[src/rtl/uart_cmd_ctrl.sv]
// UART command framer: A5 | op | len | payload[len] | (csum when UART_CMD_CHECKSUM_EN) -> one command.
// Latency: cmd_valid rises the cycle after the final frame byte; errors pulse the cycle after the cause.
// Backpressure: command held until cmd_valid&&cmd_ready; bytes arriving while held are dropped (OVERRUN).
module uart_cmd_ctrl #(
    parameter int TIMEOUT = 95000,
    parameter int MAX_LEN = 4
) (
    input  logic        clk,
    input  logic        rst,
    input  logic        rx_valid,
    input  logic [7:0]  rx_data,
    output logic        cmd_valid,
    input  logic        cmd_ready,
    output logic [7:0]  cmd_op,
    output logic [31:0] cmd_arg,
    output logic [2:0]  cmd_len,
    output logic        err_pulse,
    output logic [1:0]  err_code
);

    localparam int         GAP_W = $clog2(TIMEOUT + 1);
    localparam logic [7:0] SYNC  = 8'hA5;

    localparam logic [1:0] ERR_TIMEOUT = 2'd0;
    localparam logic [1:0] ERR_BADLEN  = 2'd1;
    localparam logic [1:0] ERR_OVERRUN = 2'd3;

    typedef enum logic [2:0] {
        S_IDLE = 3'd0,
        S_OP   = 3'd1,
        S_LEN  = 3'd2,
        S_PAY  = 3'd3,
`ifdef UART_CMD_CHECKSUM_EN
        S_CSUM = 3'd4,
`endif
        S_HOLD = 3'd5
    } state_t;

`ifdef UART_CMD_CHECKSUM_EN
    localparam logic [1:0] ERR_CSUM = 2'd2;
    localparam state_t     S_TAIL   = S_CSUM;
    logic [7:0]            r_csum;
`else
    localparam state_t     S_TAIL   = S_HOLD;
`endif

    state_t             r_state;
    state_t             w_state_nxt;
    logic [7:0]         r_op;
    logic [31:0]        r_arg;
    logic [2:0]         r_len;
    logic [1:0]         r_idx;
    logic [GAP_W-1:0]   r_gap;
    logic               r_err_pulse;
    logic [1:0]         r_err_code;
    logic               w_err;
    logic [1:0]         w_err_code;
    logic               w_active;
    logic               w_timeout;
    logic               w_len_ok;
    logic               w_pay_last;

    assign w_active   = (r_state == S_OP) || (r_state == S_LEN) || (r_state == S_PAY)
`ifdef UART_CMD_CHECKSUM_EN
                        || (r_state == S_CSUM)
`endif
                        ;
    // Fires on the edge where the idle gap would reach TIMEOUT cycles.
    assign w_timeout  = w_active && !rx_valid && (r_gap == GAP_W'(TIMEOUT - 1));
    assign w_len_ok   = (rx_data <= 8'(MAX_LEN));
    assign w_pay_last = (({1'b0, r_idx} + 3'd1) == r_len);

    always_ff @(posedge clk) begin
        if (rst) r_state <= S_IDLE;
        else     r_state <= w_state_nxt;
    end

    always_comb begin
        w_state_nxt = r_state;
        w_err       = 1'b0;
        w_err_code  = ERR_TIMEOUT;
        case (r_state)
            S_IDLE: if (rx_valid && rx_data == SYNC) w_state_nxt = S_OP;
            S_OP: begin
                if (rx_valid) w_state_nxt = S_LEN;
                else if (w_timeout) begin w_state_nxt = S_IDLE; w_err = 1'b1; end
            end
            S_LEN: begin
                if (rx_valid) begin
                    if (!w_len_ok) begin
                        w_state_nxt = S_IDLE;
                        w_err       = 1'b1;
                        w_err_code  = ERR_BADLEN;
                    end else if (rx_data != 8'd0) w_state_nxt = S_PAY;
                    else                          w_state_nxt = S_TAIL;
                end else if (w_timeout) begin w_state_nxt = S_IDLE; w_err = 1'b1; end
            end
            S_PAY: begin
                if (rx_valid) begin
                    if (w_pay_last) w_state_nxt = S_TAIL;
                end else if (w_timeout) begin w_state_nxt = S_IDLE; w_err = 1'b1; end
            end
`ifdef UART_CMD_CHECKSUM_EN
            S_CSUM: begin
                if (rx_valid) begin
                    if (rx_data == r_csum) w_state_nxt = S_HOLD;
                    else begin
                        w_state_nxt = S_IDLE;
                        w_err       = 1'b1;
                        w_err_code  = ERR_CSUM;
                    end
                end else if (w_timeout) begin w_state_nxt = S_IDLE; w_err = 1'b1; end
            end
`endif
            S_HOLD: begin
                // A byte landing on the transfer cycle is treated as if already idle.
                if (cmd_ready) w_state_nxt = (rx_valid && rx_data == SYNC) ? S_OP : S_IDLE;
                else if (rx_valid) begin
                    w_err      = 1'b1;
                    w_err_code = ERR_OVERRUN;
                end
            end
            default: w_state_nxt = S_IDLE;
        endcase
    end

    always_ff @(posedge clk) begin
        if (rst) begin
            r_op        <= 8'd0;
            r_arg       <= 32'd0;
            r_len       <= 3'd0;
            r_idx       <= 2'd0;
            r_gap       <= '0;
            r_err_pulse <= 1'b0;
            r_err_code  <= 2'd0;
`ifdef UART_CMD_CHECKSUM_EN
            r_csum      <= 8'd0;
`endif
        end else begin
            r_err_pulse <= w_err;
            if (w_err) r_err_code <= w_err_code;

            if (rx_valid || !w_active || w_timeout) r_gap <= '0;
            else                                     r_gap <= r_gap + 1'b1;

            if (rx_valid) begin
                case (r_state)
                    S_OP: begin
                        r_op <= rx_data;
`ifdef UART_CMD_CHECKSUM_EN
                        r_csum <= rx_data;
`endif
                    end
                    S_LEN: begin
                        if (w_len_ok) begin
                            r_len <= rx_data[2:0];
                            r_arg <= 32'd0;
                            r_idx <= 2'd0;
`ifdef UART_CMD_CHECKSUM_EN
                            r_csum <= r_csum ^ rx_data;
`endif
                        end
                    end
                    S_PAY: begin
                        r_arg[{r_idx, 3'b000} +: 8] <= rx_data;
                        r_idx <= r_idx + 2'd1;
`ifdef UART_CMD_CHECKSUM_EN
                        r_csum <= r_csum ^ rx_data;
`endif
                    end
                    default: ;
                endcase
            end
        end
    end

    assign cmd_valid = (r_state == S_HOLD);
    assign cmd_op    = r_op;
    assign cmd_arg   = r_arg;
    assign cmd_len   = r_len;
    assign err_pulse = r_err_pulse;
    assign err_code  = r_err_code;

endmodule

[config.mk]
export PLATFORM = sky130hd
export DESIGN_NAME = uart_cmd_ctrl
export DESIGN_NICKNAME = d
export VERILOG_FILES = /design/src/rtl/uart_cmd_ctrl.sv
export SDC_FILE = /design/constraint.sdc
export NUM_CORES = 1
export LEC_CHECK = 0
export CAP_MARGIN = 20
export CORE_MARGIN = 3
export CORE_UTILIZATION = 30
export DETAILED_ROUTE_END_ITERATION = 10
export DONT_BUFFER_PORTS = 1
export GPL_TIMING_DRIVEN = 0
export HOLD_SLACK_MARGIN = 0.03
export PLACE_DENSITY = 0.46
export SYNTH_ARGS = -nofsm -noshare
export SYNTH_HDL_FRONTEND = slang
export SYNTH_SLANG_ARGS = --single-unit
[constraint.sdc]
create_clock -name clk -period 3.4 [get_ports clk]
set_input_delay 0.17 -clock clk [delete_from_list [all_inputs] [get_ports clk]]
set_output_delay 0.17 -clock clk [all_outputs]
set_load 0.005 [all_outputs]
==> flow_summary.json <==
{
  "numCtsBuffers": 9,
  "hold_viol": 0,
  "grt_pass1_wl_mm": 13.37,
  "grt_pass1_vias": 2490,
  "wl_per_cell_um": 16.80,
  "slew_viol_final": 0,
  "status": "completed",
  "finalClockSkew_ps": 11.30,
  "clockBufferDepth": 2,
  "internal-power_mw": 1.239,
  "synth.largest_area_cell": "dfxtp_1",
  "dr.pass1.iters": 4,
  "final-setup-viol-count": 0,
  "overflow": 0,
  "clkSlewWorstSetupHoldPaths_ps": 80,
  "start_util_pct": 31.36,
  "hpwl_mm": 5.984,
  "async_flop_share_pct": 0,
  "dieWidth_um": 107.8,
  "synth_top_cell_area_share_pct": 43.80,
  "antenna_found_initial": 0,
  "cts_tree": "built",
  "dr.first_iter.drc_count": 166,
  "synth_cells": 362,
  "p_leak_nw": 1.207,
  "cp_slowest_cell": "dfxtp_1",
  "clk_latency_ps": 350,
  "ant_nets": 0,
  "grt_usage_pct": 15.00,
  "port_buffers": 0,
  "fin_crit_sh_pct": 66.92,
  "vias": 2703,
  "avgSynthCellArea_um2": 8.586,
  "switching_share_pct": 21.62,
  "critical_path_class": "register to register",
  "ys.flop_type": "dfxtp_1",
  "p_seq_share_pct": 50.4,
  "hold_class": "input pin to register",
  "pwr-share-clk_pct": 46.6,
  "worst_pin_slew_ps": 735.4,
  "synth_seq_area_share_pct": 43.80,
  "remaining_drc_errors": 0,
  "peakVddDrop_uv": 307.9,
  "dieHeight_um": 107.8,
  "viasPerCell": 5.238,
  "row_count": 36,
  "cts_sinks": 68,
  "ioPinCount": 59,
  "die_area_mm2": 0.01162,
  "endpoint_kind": "register",
  "fin_area_mm2": 0.003537,
  "cts-root-buf": "clkbuf_8",
  "synth_nets": 379,
  "setup_slack_ps": 1125,
  "cts_resized": 0,
  "grt_max_degree": 12,
  "gp_congestion": 0.7581,
  "placed_cell_area_mm2": 0.003274,
  "critPathLaunchType": "register",
  "layout.nets": 395,
  "synth-seq-cells": 68,
  "dpl_worst_slack_ps": 787.9,
  "cp_max_fo": 10,
  "worstPathArrival_ps": 2560,
  "yosysWarnings": 0,
  "critical_path.max_stage_delay_ps": 360,
  "synth_area_leaders": "dfxtp_1, a21oi_1, nand3_1",
  "comb_power_share_pct": 3.1,
  "path_cells": "clkbuf_1, inv_1, ha_1, nor2_1, buf_2, and4_1, buf_1, nand3_1, a21oi_1",
  "fillers": 1059,
  "timing.fmax_mhz": 439.5,
  "htreeDepth": 3,
  "setup_tns_ps": 0,
  "period_minus_slack_ps": 2275,
  "rsz0062_at_grt": "no",
  "drt_wl_total_mm": 8.669,
  "p_per_area_mw_per_mm2": 447.0,
  "syn_to_final_growth_pct": 13.81,
  "total_power_mw": 1.581,
  "core-area_mm2": 0.009910,
  "cp.required_ps": 3680,
  "final_layout_size_suffix_gt1_share_pct": 10.18,
  "netlist_area_mm2": 0.003108,
  "ys_types": 48,
  "num_antenna_cells": 0,
  "synth_edf_count": 0,
  "p_switching_mw": 0.3418,
  "slew_headroom_pct": 50.28,
  "cap_violations": 0
}
-- cells by family after synthesis --
family          share of synthesized area, %
compound gates                         17.75
xor+xnor                               5.072
fa+ha+maj                              2.013
buf+inv                                4.750
flops                                  43.80
simple gates                           26.61
-- registers in the layout, indices dropped and copies added, names as in the netlist --
register   cells
cmd_arg       32
cmd_len        3
cmd_op         8
err_code       2
err_pulse      1
r_gap         17
r_idx          2
r_state        3
-- worst max-delay path, delay by kind of cell (launching register included) --
kind | cells | cell delay, ps
simple gates | 3 | 460
compound gates | 1 | 170
buf+inv | 4 | 970
flops | 1 | 360
fa+ha+maj | 1 | 260
-- placed cells by master, fill, tap and decap left out, types with 5 or more instances in the layout --
| cell | n |
|---|---|
| inv_1 | 8 |
| buf_2 | 8 |
| o21ai_0 | 26 |
| xor2_1 | 13 |
| clkbuf_1 | 14 |
| ha_1 | 5 |
| nor3b_1 | 8 |
| nand3_1 | 40 |
| nand2_1 | 30 |
| dfxtp_1 | 68 |
| nand4_1 | 7 |
| clkbuf_8 | 10 |
| a21oi_1 | 43 |
| nor2_1 | 31 |
| a41o_1 | 8 |
| xnor2_1 | 5 |
-- path summary, 6_finish.rpt --
check	cells after the start	startpoint	to	slack, ps
setup / recovery	9	r_idx[0]	cmd_arg[22]	1120
hold / removal	3	cmd_ready	err_code[1]	80
setup reg to reg	9	r_idx[0]	cmd_arg[22]	1120
hold reg to reg	1	r_gap[0]	r_gap[0]	460
-- routing by layer --
metal / global-route usage (%) / up-vias / part of all wire, %
met3: 5.819 / 12 / 8.3
met2: 20.74 / 73 / 42
li1: - / 1342 / -
met4: 4.869 / 0 / 1.4
met5: 0 / - / 0
met1: 21.20 / 1276 / 49
-- through the flow --
step           util, %  hold slack, ps  cells
5_1_grt          35.69           102.7    516
6_report         35.69           80.35    516
3_5_place_dp     33.04           315.7    495
4_1_cts          35.64           58.18    515
3_3_place_gp     33.04           312.9    495
2_1_floorplan        -           306.0    362
-- cell usage after synthesis, types with 2 or more instances --
library cell  count
nor3_4            2
and3_1            3
nand3_1          40
nor4_1            3
nand2_1          30
dfxtp_1          68
nor4b_1           2
buf_1             2
nor3_2            3
buf_6             2
nor3b_1           8
inv_1             8
o21ai_0          26
a21oi_1          43
nand4_1           7
nor2_1           31
a31oi_1           3
ha_1              5
buf_2             7
xnor2_1           5
clkbuf_1         12
or3_1             4
and4_1            4
xor2_1           13
a41o_1            8
-- power by group through the flow --
stage | clock, mW | sequential (mW) | combinational [mW]
floorplan | 0 | 0.815 | 0.0258
global placement | 0 | 0.815 | 0.0392
detailed placement | 0 | 0.815 | 0.0393
CTS | 0.757 | 0.796 | 0.0486
global route | 0.785 | 0.796 | 0.0525
finish | 0.736 | 0.796 | 0.0488
-- final cells by class --
cell class,count,area (µm²),area share [%]
Tap cell,133,166.4,4.705
Sequential cell,68,1361,38.49
Clock inverter,4,72.57,2.052
Multi-Input combinational cell,262,1599,45.21
Clock buffer,12,145.1,4.103
Inverter,8,30.03,0.8490
Buffer,24,117.6,3.325
Timing Repair Buffer,5,45.04,1.273
-- repair_timing --
| item | 4_1_cts | 5_1_grt |
|---|---|---|
| hold endpoints to repair | 20 | 0 |
| hold buffers | 4 | 0 |
| buffers inserted | 0 | 0 |
| setup endpoints to repair | 0 | 0 |
(Power assumes the default switching activity.)
